==> src/rtl/fp_exp_align_if.sv <==
// rtl/fp_exp_align_if.sv - operand/result handshake bundle for fp_exp_align
//
// Purpose: groups the input operand channel (in_valid/in_ready, a_*, b_*) and
// the aligned result channel (out_valid/out_ready, big_*, small_sig, exp_diff,
// swap, sat, sat_count) of the exponent-align stage.
// Modports:
//   master - operand producer / result consumer (drives in_*, a_*, b_*, out_ready)
//   slave  - the align stage itself
interface fp_exp_align_if #(
    parameter int EXP_W = 11,
    parameter int SIG_W = 53,
    parameter int CNT_W = 16
);
    logic               in_valid;
    logic               in_ready;
    logic [EXP_W-1:0]   a_exp;
    logic [SIG_W-1:0]   a_sig;
    logic [EXP_W-1:0]   b_exp;
    logic [SIG_W-1:0]   b_sig;
    logic               out_valid;
    logic               out_ready;
    logic [EXP_W-1:0]   big_exp;
    logic [SIG_W+2:0]   big_sig;
    logic [SIG_W+2:0]   small_sig;
    logic [EXP_W-1:0]   exp_diff;
    logic               swap;
    logic               sat;
    logic [CNT_W-1:0]   sat_count;

    modport master (
        output in_valid, a_exp, a_sig, b_exp, b_sig, out_ready,
        input  in_ready, out_valid, big_exp, big_sig, small_sig,
               exp_diff, swap, sat, sat_count
    );

    modport slave (
        input  in_valid, a_exp, a_sig, b_exp, b_sig, out_ready,
        output in_ready, out_valid, big_exp, big_sig, small_sig,
               exp_diff, swap, sat, sat_count
    );
endinterface

==> src/rtl/fp_exp_align.sv <==
// rtl/fp_exp_align.sv - 2-stage exponent compare and significand align stage
//
// Purpose: stage 1 picks the operand with the larger exponent and registers
// |a_exp - b_exp|; stage 2 right-shifts the smaller significand (extended by
// three G/R/S bits) with sticky collection, saturating when the shift reaches
// the full extended width.
// Ports:
//   clk   - clock
//   reset - synchronous active-high reset
//   io    - fp_exp_align_if.slave (operand channel in, aligned result out)
// Optional feature macro: FP_ALIGN_SATCNT_EN (saturated-result counter on
// io.sat_count; tied to 0 when undefined).
module fp_exp_align #(
    parameter int EXP_W = 11,
    parameter int SIG_W = 53,
    parameter int CNT_W = 16
) (
    input  logic          clk,
    input  logic          reset,
    fp_exp_align_if.slave io
);
    localparam int EW = SIG_W + 3;
    // Compare width wide enough for both the shift amount and EW.
    localparam int CW = (EXP_W > 32) ? EXP_W : 32;

    // Stage 1 state
    logic             s1_v_q, s1_v_d;
    logic [EXP_W-1:0] s1_big_exp_q, s1_big_exp_d;
    logic [SIG_W-1:0] s1_big_sig_q, s1_big_sig_d;
    logic [SIG_W-1:0] s1_small_sig_q, s1_small_sig_d;
    logic [EXP_W-1:0] s1_diff_q, s1_diff_d;
    logic             s1_swap_q, s1_swap_d;

    // Stage 2 state (drives the outputs directly)
    logic             s2_v_q, s2_v_d;
    logic [EXP_W-1:0] big_exp_q, big_exp_d;
    logic [EW-1:0]    big_sig_q, big_sig_d;
    logic [EW-1:0]    small_sig_q, small_sig_d;
    logic [EXP_W-1:0] exp_diff_q, exp_diff_d;
    logic             swap_q, swap_d;
    logic             sat_q, sat_d;

    logic             s1_adv;
    logic             in_fire;
    logic [EXP_W:0]   d_raw;
    logic             a_lt_b;
    logic [EW-1:0]    ext;
    logic [EW-1:0]    shifted;
    logic [EW-1:0]    lost_mask;
    logic             sticky;
    logic [CW-1:0]    diff_cmp;

    assign s1_adv      = s1_v_q && (!s2_v_q || io.out_ready);
    assign io.in_ready = !s1_v_q || s1_adv;
    assign in_fire     = io.in_valid && io.in_ready;

    assign io.out_valid = s2_v_q;
    assign io.big_exp   = big_exp_q;
    assign io.big_sig   = big_sig_q;
    assign io.small_sig = small_sig_q;
    assign io.exp_diff  = exp_diff_q;
    assign io.swap      = swap_q;
    assign io.sat       = sat_q;

    // Borrow out of the (EXP_W+1)-bit difference means a_exp < b_exp.
    assign d_raw  = {1'b0, io.a_exp} - {1'b0, io.b_exp};
    assign a_lt_b = d_raw[EXP_W];

    // Bits pushed below bit 0 by the shift feed the sticky bit.
    assign ext       = {s1_small_sig_q, 3'b000};
    assign shifted   = ext >> s1_diff_q;
    assign lost_mask = ~({EW{1'b1}} << s1_diff_q);
    assign sticky    = |(ext & lost_mask);
    assign diff_cmp  = CW'(s1_diff_q);

    always_comb begin
        s1_v_d         = s1_v_q;
        s1_big_exp_d   = s1_big_exp_q;
        s1_big_sig_d   = s1_big_sig_q;
        s1_small_sig_d = s1_small_sig_q;
        s1_diff_d      = s1_diff_q;
        s1_swap_d      = s1_swap_q;
        s2_v_d         = s2_v_q;
        big_exp_d      = big_exp_q;
        big_sig_d      = big_sig_q;
        small_sig_d    = small_sig_q;
        exp_diff_d     = exp_diff_q;
        swap_d         = swap_q;
        sat_d          = sat_q;

        if (in_fire) begin
            s1_v_d    = 1'b1;
            s1_swap_d = a_lt_b;
            if (a_lt_b) begin
                s1_big_exp_d   = io.b_exp;
                s1_big_sig_d   = io.b_sig;
                s1_small_sig_d = io.a_sig;
                s1_diff_d      = io.b_exp - io.a_exp;
            end else begin
                s1_big_exp_d   = io.a_exp;
                s1_big_sig_d   = io.a_sig;
                s1_small_sig_d = io.b_sig;
                s1_diff_d      = io.a_exp - io.b_exp;
            end
        end else if (s1_adv) begin
            s1_v_d = 1'b0;
        end

        if (s1_adv) begin
            s2_v_d     = 1'b1;
            big_exp_d  = s1_big_exp_q;
            big_sig_d  = {s1_big_sig_q, 3'b000};
            exp_diff_d = s1_diff_q;
            swap_d     = s1_swap_q;
            if (diff_cmp < CW'(EW)) begin
                small_sig_d = {shifted[EW-1:1], shifted[0] | sticky};
                sat_d       = 1'b0;
            end else begin
                // Everything shifted out: only the sticky bit survives.
                small_sig_d = {{(EW-1){1'b0}}, |ext};
                sat_d       = 1'b1;
            end
        end else if (io.out_ready) begin
            s2_v_d = 1'b0;
        end
    end

    always_ff @(posedge clk) begin
        if (reset) begin
            s1_v_q         <= 1'b0;
            s1_big_exp_q   <= '0;
            s1_big_sig_q   <= '0;
            s1_small_sig_q <= '0;
            s1_diff_q      <= '0;
            s1_swap_q      <= 1'b0;
            s2_v_q         <= 1'b0;
            big_exp_q      <= '0;
            big_sig_q      <= '0;
            small_sig_q    <= '0;
            exp_diff_q     <= '0;
            swap_q         <= 1'b0;
            sat_q          <= 1'b0;
        end else begin
            s1_v_q         <= s1_v_d;
            s1_big_exp_q   <= s1_big_exp_d;
            s1_big_sig_q   <= s1_big_sig_d;
            s1_small_sig_q <= s1_small_sig_d;
            s1_diff_q      <= s1_diff_d;
            s1_swap_q      <= s1_swap_d;
            s2_v_q         <= s2_v_d;
            big_exp_q      <= big_exp_d;
            big_sig_q      <= big_sig_d;
            small_sig_q    <= small_sig_d;
            exp_diff_q     <= exp_diff_d;
            swap_q         <= swap_d;
            sat_q          <= sat_d;
        end
    end

`ifdef FP_ALIGN_SATCNT_EN
    logic [CNT_W-1:0] sat_count_q, sat_count_d;

    always_comb begin
        sat_count_d = sat_count_q;
        // Counts saturated results as they leave; sticks at all-ones.
        if (s2_v_q && io.out_ready && sat_q && (sat_count_q != {CNT_W{1'b1}}))
            sat_count_d = sat_count_q + 1'b1;
    end

    always_ff @(posedge clk) begin
        if (reset) sat_count_q <= '0;
        else       sat_count_q <= sat_count_d;
    end

    assign io.sat_count = sat_count_q;
`else
    assign io.sat_count = '0;
`endif
endmodule

==> src/flat_wrapper.sv <==
// flat-port wrapper written by rule: the top's interface ports become plain ports
module fp_exp_align_flat 
#(
    parameter int EXP_W = 11,
    parameter int SIG_W = 53,
    parameter int CNT_W = 16
)
  (clk, reset, io_in_valid, io_a_exp, io_a_sig, io_b_exp, io_b_sig, io_out_ready, io_in_ready, io_out_valid, io_big_exp, io_big_sig, io_small_sig, io_exp_diff, io_swap, io_sat, io_sat_count);
  fp_exp_align_if #(.EXP_W(EXP_W), .SIG_W(SIG_W), .CNT_W(CNT_W)) io_i ();
  input  logic clk;
  input  logic reset;
  input wire logic [$bits(io_i.in_valid)-1:0] io_in_valid;
  input wire logic [$bits(io_i.a_exp)-1:0] io_a_exp;
  input wire logic [$bits(io_i.a_sig)-1:0] io_a_sig;
  input wire logic [$bits(io_i.b_exp)-1:0] io_b_exp;
  input wire logic [$bits(io_i.b_sig)-1:0] io_b_sig;
  input wire logic [$bits(io_i.out_ready)-1:0] io_out_ready;
  output wire logic [$bits(io_i.in_ready)-1:0] io_in_ready;
  output wire logic [$bits(io_i.out_valid)-1:0] io_out_valid;
  output wire logic [$bits(io_i.big_exp)-1:0] io_big_exp;
  output wire logic [$bits(io_i.big_sig)-1:0] io_big_sig;
  output wire logic [$bits(io_i.small_sig)-1:0] io_small_sig;
  output wire logic [$bits(io_i.exp_diff)-1:0] io_exp_diff;
  output wire logic [$bits(io_i.swap)-1:0] io_swap;
  output wire logic [$bits(io_i.sat)-1:0] io_sat;
  output wire logic [$bits(io_i.sat_count)-1:0] io_sat_count;
  assign io_i.in_valid = io_in_valid;
  assign io_i.a_exp = io_a_exp;
  assign io_i.a_sig = io_a_sig;
  assign io_i.b_exp = io_b_exp;
  assign io_i.b_sig = io_b_sig;
  assign io_i.out_ready = io_out_ready;
  assign io_in_ready = io_i.in_ready;
  assign io_out_valid = io_i.out_valid;
  assign io_big_exp = io_i.big_exp;
  assign io_big_sig = io_i.big_sig;
  assign io_small_sig = io_i.small_sig;
  assign io_exp_diff = io_i.exp_diff;
  assign io_swap = io_i.swap;
  assign io_sat = io_i.sat;
  assign io_sat_count = io_i.sat_count;
  fp_exp_align #(.EXP_W(EXP_W), .SIG_W(SIG_W), .CNT_W(CNT_W)) u_core (.clk(clk), .reset(reset), .io(io_i));
endmodule
==> config.mk <==
export PLATFORM = sky130hd
export DESIGN_NAME = fp_exp_align_flat
export DESIGN_NICKNAME = d
export VERILOG_FILES = /design/src/rtl/fp_exp_align_if.sv /design/src/rtl/fp_exp_align.sv /design/src/flat_wrapper.sv
export SDC_FILE = /design/constraint.sdc
export NUM_CORES = 1
export LEC_CHECK = 0
export BUFFER_PORTS_ARGS = -buffer_cell sky130_fd_sc_hd__buf_2
export CORE_MARGIN = 5
export CORE_UTILIZATION = 57
export DETAILED_ROUTE_END_ITERATION = 7
export MAX_ROUTING_LAYER = met4
export PLACE_DENSITY = 0.78
export SYNTH_ARGS = -nofsm -noshare
export SYNTH_HDL_FRONTEND = slang
export SYNTH_SLANG_ARGS = --single-unit
==> constraint.sdc <==
create_clock -name clk -period 3.15 [get_ports clk]
set_input_delay 0.63 -clock clk [delete_from_list [all_inputs] [get_ports clk]]
set_output_delay 0.63 -clock clk [all_outputs]
set_load 0.1 [all_outputs]
==> metrics.cfg, run 1 <==
[outcome]
outcome = finished clean

[timing]
fmax_ghz = 0.3491
fin_ws_ns = 0.2854
rsz0062_at_grt = no
max_slew_margin_pct = 42.19
hold_viol_final = 0
period_needed_ns = 2.865
setup_violations = 0
worstMarginPinSlew_ns = 0.8652
finalMaxSlewViolations = 0
tns_ns = 0
skew_ns = 0.01505
fin_crit_sh_pct = 90.94

[worst_setup_path]
worstPathMaxFanout = 4
path_class = flop to flop
cp.required_ns = 3.58
arrival_ns = 3.30
startpoint_type = flop
end_kind = flop

[cts]
cts-root-buf = clkbuf_16
cts_resized = 0
cts.hold.buffers_added = 0
cts_buffer_depth = 3
cts_tree = done
numCtsBuffers = 27
h-tree-depth = 1
clkLatencyLatePin_ns = 0.55
cts_setup_buffers = 0
cts.sinks = 264
clkTransAtPathRegs_ns = 0.07

[die]
die_area_mm2 = 0.03066
die_h_um = 175.1
initial_core_util_pct = 57.81
die_w_um = 175.1
ios = 286
core_mm2 = 0.02688
rows = 60

[yosys]
netlist-cell-type-count = 79
synth-seq-cells = 264
syn-cell-area_mm2 = 0.01554
synth_top_flop_cell = dfxtp_1
avgSynthCellArea_um2 = 8.260
async_reset_ff_share_pct = 0
synth_cells = 1881
synth-edff-count = 0
synth-seq-area-share_pct = 34.02
yosys_warnings = 0

[routing]
wl_met3_um = 4601
num_vias = 15469
wl_um = 52730
wire_per_inst_um = 21.46
drtAntennaViolNets = 0
drtIter0Drc = 1628
via_per_inst = 6.296
drcViolationCount = 0
drt-pass1-iter-count = 5
dr_wl_met2_um = 23900
top_layer_used = met4
wl_met1_um = 22920

[finish]
layout_common_cells = nand2_1 (280), buf_2 (265), dfxtp_1 (260), nor2_1 (205), mux2i_1 (170)
final_core_util_pct = 68.06
layout.nets = 2252
syn2layout_area_growth_pct = 17.72
fin_cells = 2457
diodes = 0
num-fill-cells = 2285
drive_gt1_share_pct = 23.11
layout_commonest_cell = nand2_1

[grt]
grtUsageTotal_pct = 33.56
grt_max_degree = 135
grt_overflow_total = 0
grt_pass1_wl_um = 81990
antenna_found_initial = 0
grt_pass1_vias = 14699

[power]
powerDensity_mw_per_mm2 = 566.9
vdd_drop_max_v = 0.0004316
leakage_nw = 7.503

[place]
io_buffers = 266
dpl.hpwl_um = 38770
dp.cells = 2409
place_congestion = 1.051
pre_cts_ws_ns = -0.01962

[run]
drv_cap = 0

[worst_hold_path]
hp-class = primary input to flop

-- final cells by class --
type	instances	area [µm²]	area share (%)
inverter	43	161.4	0.8824
tap	341	426.7	2.333
multi-input combinational	1400	9369	51.22
clock buffer	40	784.5	4.289
sequential	264	5295	28.95
timing repair buffer	361	2178	11.91
clock inverter	8	76.32	0.4173
-- worst max-delay path: stages (launching register included) --
cell	delay (ns)
dfxtp_1	0.33
or4_4	0.59
or4_1	0.41
a21oi_1	0.28
o2111ai_1	0.15
or4_1	0.57
nor4_1	0.31
a31oi_1	0.12
-- metrics by stage --
step	power (mW)	hold WS, ns	cell area, µm²
final	10.37	0.4216	18290
after global routing	10.77	0.4292	18290
after CTS	10.32	0.4075	18290
after detailed placement	7.197	0.4364	17430
after global placement	7.170	0.4295	17430
after floorplan	6.146	0.4323	15610
-- report_power, final --
part	total [mW]	leakage, nW	switching [mW]	internal [mW]
Combinational	3.42	4.91	2.25	1.17
Sequential	3.80	2.17	0.255	3.55
Clock	3.15	0.427	1.34	1.80
-- path summary, 6_finish.rpt --
path,startpoint,endpoint,slack (ns),cells after the start
worst max-delay path,u_core.s1_diff_q[7]$_SDFFE_PP0P_,u_core.io.small_sig[0]$_SDFFE_PP0P_,0.29,7
worst min-delay path,io_in_valid,u_core.s1_v_q$_SDFFE_PP0P_,0.42,3
worst max register to register,u_core.s1_diff_q[7]$_SDFFE_PP0P_,u_core.io.small_sig[0]$_SDFFE_PP0P_,0.29,7
worst min register to register,u_core.io.small_sig[38]$_SDFFE_PP0P_,u_core.io.small_sig[38]$_SDFFE_PP0P_,0.44,2
-- cells by family after synthesis --
family                   after synthesis  synth area share (%)
buffers and inverters                235                 6.394
AO/OA/AOI/OAI                        490                 20.82
other                                  1               0.02414
XOR/XNOR                               4                0.2255
multiplexers                         237                 19.36
AND/OR/NAND/NOR                      626                 17.15
adder cells (fa/ha/maj)               24                 2.013
flip-flops                           264                 34.02
-- synth_stat cells, drive strengths merged, types with 12 or more instances --
master    n  area [µm²]
nor3     34       175.2
mux2i   170        1702
buf      66       359.1
a211oi  129       968.4
o22ai    17       112.6
inv      42       157.7
mux4     49        1104
clkbuf  126       473.0
nor2    206       773.2
a21oi   147       735.7
a22oi    23       172.7
a31oi    12       75.07
nand2   281        1057
dfxtp   264        5285
o21ai    59       295.3
o211ai   14       105.1
nor4     17       112.6
mux2     18       202.7
nand3    30       150.1
ha       21       262.8
-- registers in the layout, summed over array words and instances, names as in the netlist, 11 cells and up --
name                   cells
u_core.io.big_sig         53
u_core.io.small_sig       56
u_core.s1_small_sig_q     53
u_core.s1_big_sig_q       53
u_core.io.exp_diff        11
u_core.s1_diff_q          11
u_core.s1_big_exp_q       11
u_core.io.big_exp         11
-- per-layer routing --
layer / GRT usage [%] / vias to the layer above
met5: - / -
met4: 7.758 / 0
met3: 4.673 / 94
met2: 52.11 / 780
met1: 46.90 / 7346
li1: - / 7249
Power figures use the tool's default switching activity.
==> inputs of run 2 (changes only) <==
--- a/config.mk
+++ b/config.mk
@@ -6,11 +6,13 @@
 export NUM_CORES = 1
 export LEC_CHECK = 0
 export BUFFER_PORTS_ARGS = -buffer_cell sky130_fd_sc_hd__buf_2
+export CAP_MARGIN = 25
 export CORE_MARGIN = 5
 export CORE_UTILIZATION = 57
 export DETAILED_ROUTE_END_ITERATION = 7
 export MAX_ROUTING_LAYER = met4
-export PLACE_DENSITY = 0.78
+export PLACE_DENSITY = 0.81
+export SETUP_SLACK_MARGIN = 0.05
 export SYNTH_ARGS = -nofsm -noshare
 export SYNTH_HDL_FRONTEND = slang
 export SYNTH_SLANG_ARGS = --single-unit
==> metrics.cfg, run 2 (synthesized netlist as in run 1, its figures left out) <==
[routing]
wire_per_inst_um = 21.52  ; +0.27%
drtAntennaViolNets = 0  ; unchanged
via_per_inst = 6.417  ; +1.9%
wl_um = 52790  ; +0.11%
drcViolationCount = 3  ; +3
num_vias = 15741  ; +1.8%
drtIter0Drc = 1699  ; +4.4%
drt-pass1-iter-count = 8  ; +3

[die]
die_area_mm2 = 0.03066  ; unchanged
core_mm2 = 0.02688  ; unchanged
die_w_um = 175.1  ; unchanged
initial_core_util_pct = 57.81  ; unchanged
ios = 286  ; unchanged
die_h_um = 175.1  ; unchanged
rows = 60  ; unchanged

[timing]
rsz0062_at_grt = no
holdWs_ns = 0.4217  ; +0.0001840 ns
tns_ns = 0  ; unchanged
finalMaxSlewViolations = 0  ; unchanged
skew_ns = 0.02140  ; +0.006347 ns
worstMarginPinSlew_ns = 0.8347  ; -0.03048 ns
max_slew_margin_pct = 44.35  ; +2.2 points
setup_violations = 0  ; unchanged
fin_crit_sh_pct = 97.53  ; +6.6 points
period_needed_ns = 3.072  ; +0.2078 ns
fin_ws_ns = 0.07766  ; -0.2078 ns
hold_viol_final = 0  ; unchanged
fmax_ghz = 0.3255  ; -6.8%

[place]
dpl.hpwl_um = 38360  ; -1.1%
io_buffers = 266  ; unchanged
pre_cts_ws_ns = 0.01683  ; +0.03645 ns
postPlaceCellArea_mm2 = 0.01732  ; -0.65%
dp.cells = 2402  ; -0.29%
place_congestion = 1.088  ; +3.5%

[cts]
clkLatencyLatePin_ns = 0.56  ; about the same
h-tree-depth = 1  ; unchanged
cts_tree = done
cts-root-buf = clkbuf_16
cts_buffer_depth = 3  ; unchanged
cts.sinks = 264  ; unchanged
clkTransAtPathRegs_ns = 0.06  ; about the same
numCtsBuffers = 28  ; +3.7%
cts.hold.buffers_added = 0  ; unchanged

[worst_setup_path]
arrival_ns = 3.56  ; +0.26 ns
timing.rr.start = u_core.s1_diff_q[1]$_SDFFE_PP0P_
startpoint_type = flop
cp.required_ns = 3.63  ; +0.05 ns
path_class = flop to flop
startpoint = u_core.s1_diff_q[1]$_SDFFE_PP0P_
crit_chain = buf_4 > mux2i_1 > mux4_2 > a2111oi_1 > buf_4 > or4_1 > a21oi_1 > a31oi_1
cp_slowest_cell = a2111oi_1
critPathMaxStageDelay_ns = 0.81  ; +0.22 ns
end_kind = flop
crit_top_cell = buf_4
worstPathMaxFanout = 23  ; +19

[finish]
diodes = 0  ; unchanged
layout_common_cells = nand2_1 (280), buf_2 (265), dfxtp_1 (259), nor2_1 (205), mux2i_1 (170)
syn2layout_area_growth_pct = 17.82  ; about the same
layout_commonest_cell = nand2_1
layout.nets = 2246  ; -0.27%
final_cell_area_mm2 = 0.01831  ; about the same
fin_cells = 2453  ; -0.16%
drive_gt1_share_pct = 23.01  ; -0.098 points
largest_reg_flops = 56  ; unchanged

[grt]
grtUsageTotal_pct = 33.61  ; +0.044 points
grt_max_degree = 110  ; -19%
grt_pass1_vias = 14982  ; +1.9%
antenna_found_initial = 0  ; unchanged
grt_pass1_wl_um = 82400  ; +0.50%
grt_overflow_total = 0  ; unchanged

[worst_hold_path]
hold_start = io_b_sig[39]
hp-class = primary input to flop

[power]
leakage_nw = 7.508  ; about the same
vdd_drop_max_v = 0.0005723  ; +33%
powerDensity_mw_per_mm2 = 582.1  ; +2.7%

[outcome]
outcome = complete, but fails checks
violations = DRC

[run]
drv_cap = 0  ; unchanged

[run 2: area by class of cell]
type / count / area (µm²)
Timing Repair Buffer: 354 / 2063
Sequential cell: 264 / 5296
Inverter: 43 / 161.4
Clock buffer: 40 / 795.8
Tap cell: 341 / 426.7
Multi-Input combinational cell: 1400 / 9370
Fill cell: 2214 / 8569
Clock inverter: 11 / 192.7
[run 2: routing by layer]
layer	track usage, %	share of wire (%)	vias to the layer above
met4	11.19	3.9	0
met3	6.231	10	155
li1	-	-	7225
met1	45.42	41	7397
met5	-	0	-
met2	51.12	44	964
[run 2: power breakdown]
group	total, mW	leakage, nW	internal [mW]	switching (mW)
logic	3.39	4.86	1.14	2.25
registers	3.80	2.17	3.55	0.251
clock network	3.47	0.484	2.10	1.37
total	10.7	7.51	6.78	3.88
[run 2: stage by stage]
step | util (%) | power, mW
finish | 68.11 | 10.66
CTS | 68.11 | 10.61
floorplan | - | 6.146
global placement | 64.43 | 7.097
detailed placement | 64.43 | 7.138
global route | 68.11 | 11.05
[run 2: final timing paths]
| check | to | slack, ns | cells past startpoint |
|---|---|---|---|
| setup / recovery | u_core.io.small_sig[0]$_SDFFE_PP0P_ | 0.08 | 8 |
| hold / removal | u_core.s1_big_sig_q[39]$_SDFFE_PP0P_ | 0.42 | 3 |
| setup reg to reg | u_core.io.small_sig[0]$_SDFFE_PP0P_ | 0.08 | 8 |
| hold reg to reg | u_core.io.big_sig[48]$_SDFFE_PP0P_ | 0.45 | 2 |
[run 2: critical path, delay by kind of cell (launching register included)]
family	cells	cell delay, ns
AOI/OAI and AO/OA	3	1.07
buffers and inverters	2	0.47
muxes	2	0.71
and+or+nand+nor	1	0.13
DFF	1	0.61
[run 2: what timing repair did]
action / CTS / global route
gates resized for setup: 1 / 0
setup endpoints to repair: 1 / 0
setup buffers: 0 / 0
==> inputs of run 3 (changes only) <==
--- a/config.mk
+++ b/config.mk
@@ -12,7 +12,7 @@
 export DETAILED_ROUTE_END_ITERATION = 7
 export MAX_ROUTING_LAYER = met4
 export PLACE_DENSITY = 0.81
-export SETUP_SLACK_MARGIN = 0.05
+export SETUP_SLACK_MARGIN = 0.5
 export SYNTH_ARGS = -nofsm -noshare
 export SYNTH_HDL_FRONTEND = slang
 export SYNTH_SLANG_ARGS = --single-unit
==> metrics.cfg, run 3 (synthesized netlist as in run 1, its figures left out) <==
[cts]
cts_tree = done
clkLatencyLatePin_ns = 0.56  ; about the same
h-tree-depth = 1  ; unchanged
numCtsBuffers = 28  ; unchanged
cts-root-buf = clkbuf_16
clkTransAtPathRegs_ns = 0.06  ; about the same
cts_buffer_depth = 3  ; unchanged
cts.sinks = 264  ; unchanged
cts.hold.buffers_added = 0  ; unchanged

[grt]
antenna_found_initial = 0  ; unchanged
grtUsageTotal_pct = 33.80  ; +0.19 points
grt_max_degree = 131  ; +19%
grt_overflow_total = 0  ; unchanged
grt_pass1_wl_um = 82670  ; +0.33%
grt_pass1_vias = 14983  ; +0.0067%

[routing]
wl_um = 52910  ; +0.23%
dr_wl_met2_um = 23750  ; +1.2%
via_per_inst = 6.358  ; -0.92%
top_layer_used = met4
drt-pass1-iter-count = 5  ; -3
drtIter0Drc = 1782  ; +4.9%
drcViolationCount = 0  ; -3
wl_met1_um = 22030  ; +0.90%
wire_per_inst_um = 21.41  ; -0.50%
drtAntennaViolNets = 0  ; unchanged
num_vias = 15711  ; -0.19%
wl_met3_um = 5174  ; -5.1%

[finish]
layout_common_cells = nand2_1 (280), buf_2 (265), dfxtp_1 (258), nor2_1 (202), mux2i_1 (168)
final_core_util_pct = 69.46  ; +1.4 points
diodes = 0  ; unchanged
layout_commonest_cell = nand2_1
drive_gt1_share_pct = 24.93  ; +1.9 points
final_cell_area_mm2 = 0.01867  ; +2.0%
layout.nets = 2263  ; +0.76%
largest_reg_flops = 56  ; unchanged
syn2layout_area_growth_pct = 20.16

[worst_hold_path]
hp-class = primary input to flop

[power]
vdd_drop_max_v = 0.0005235  ; -8.5%
powerDensity_mw_per_mm2 = 582.1  ; about the same
leakage_nw = 7.675  ; +2.2%
power_mw = 10.87  ; +2.0%

[timing]
finalMaxSlewViolations = 0  ; unchanged
max_slew_margin_pct = 48.83  ; +4.5 points
period_needed_ns = 2.689  ; -0.3833 ns
hold_viol_final = 0  ; unchanged
fmax_ghz = 0.3719  ; +14%
tns_ns = 0  ; unchanged
rsz0062_at_grt = yes
skew_ns = 0.008799  ; -0.01260 ns
fin_crit_sh_pct = 85.37  ; -12 points
setup_violations = 0  ; unchanged
worstMarginPinSlew_ns = 0.7676  ; -0.06713 ns

[die]
initial_core_util_pct = 57.81  ; unchanged
rows = 60  ; unchanged
core_mm2 = 0.02688  ; unchanged
ios = 286  ; unchanged
die_h_um = 175.1  ; unchanged
die_area_mm2 = 0.03066  ; unchanged
die_w_um = 175.1  ; unchanged

[worst_setup_path]
cpLargestDelayFamily = simple AND/OR/NAND/NOR gates
crit_top_cell = o31a_1
worstPathMaxFanout = 12  ; -48%
critPathMaxStageDelay_ns = 0.58  ; -0.23 ns
cp.required_ns = 3.59  ; -0.04 ns
path_class = flop to flop
startpoint_type = flop
crit_chain = or4_4 > buf_6 > o31a_1 > a2bb2oi_1 > o31a_1 > or4_1 > a21oi_2 > a31oi_1
arrival_ns = 3.13  ; -0.43 ns
cp_slowest_cell = or4_4
end_kind = flop
cp_num_buf_inv = 1  ; -1

[outcome]
outcome = finished clean

[place]
place_congestion = 1.035  ; -4.9%
io_buffers = 266  ; unchanged
postPlaceCellArea_mm2 = 0.01745  ; +0.77%
dpl.hpwl_um = 38560  ; +0.53%

[run]
drv_cap = 0  ; unchanged

[run 3: worst min-delay path, stage by stage]
cell	delay, ns
buf_2	0.10
inv_1	0.07
a21oi_1	0.11
[run 3: final cells by class]
cell class	count	area [µm²]
clock buffer	35	778.2
clock inverter	17	229.0
fill	2156	8207
inverter	43	162.7
multi-input combinational	1400	9469
sequential	264	5298
tap	341	426.7
timing repair buffer	371	2306
[run 3: final timing paths]
path                                             start                             endpoint  slack (ns)  cells past startpoint
hold reg to reg   u_core.s1_big_sig_q[45]$_SDFFE_PP0P_   u_core.io.big_sig[48]$_SDFFE_PP0P_        0.44                      2
hold / removal                             io_in_valid           u_core.s1_v_q$_SDFFE_PP0P_        0.40                      3
setup reg to reg     u_core.s1_diff_q[10]$_SDFFE_PP0P_  u_core.io.small_sig[0]$_SDFFE_PP0P_        0.46                      8
setup / recovery     u_core.s1_diff_q[10]$_SDFFE_PP0P_  u_core.io.small_sig[0]$_SDFFE_PP0P_        0.46                      8
[run 3: per-layer routing]
layer,track usage (%),up-vias
met2,51.57,895
met5,-,-
li1,-,7264
met1,45.96,7407
met3,6.101,145
met4,10.57,0
[run 3: where the power goes]
part | total, mW | switching [mW] | internal (mW)
Sequential | 3.79 | 0.239 | 3.55
Clock | 3.57 | 1.41 | 2.16
Combinational | 3.51 | 2.29 | 1.22
[run 3: repair_timing]
action                     in CTS  in global routing
pin swaps                       4                  3
setup endpoints to repair      36                 79
setup buffers                   1                  5
gates resized for setup        10                 22
gates cloned                    0                  1
[run 3: stage by stage]
step / cells / hold slack (ns) / setup slack (ns)
after floorplan: 1899 / 0.4323 / 0.4631
after global placement: 2412 / 0.4300 / 0.07478
after detailed placement: 2412 / 0.4380 / -0.002517
after CTS: 2465 / 0.3885 / 0.4398
after global routing: 2471 / 0.4222 / 0.4160
final: 2471 / 0.3969 / 0.4610
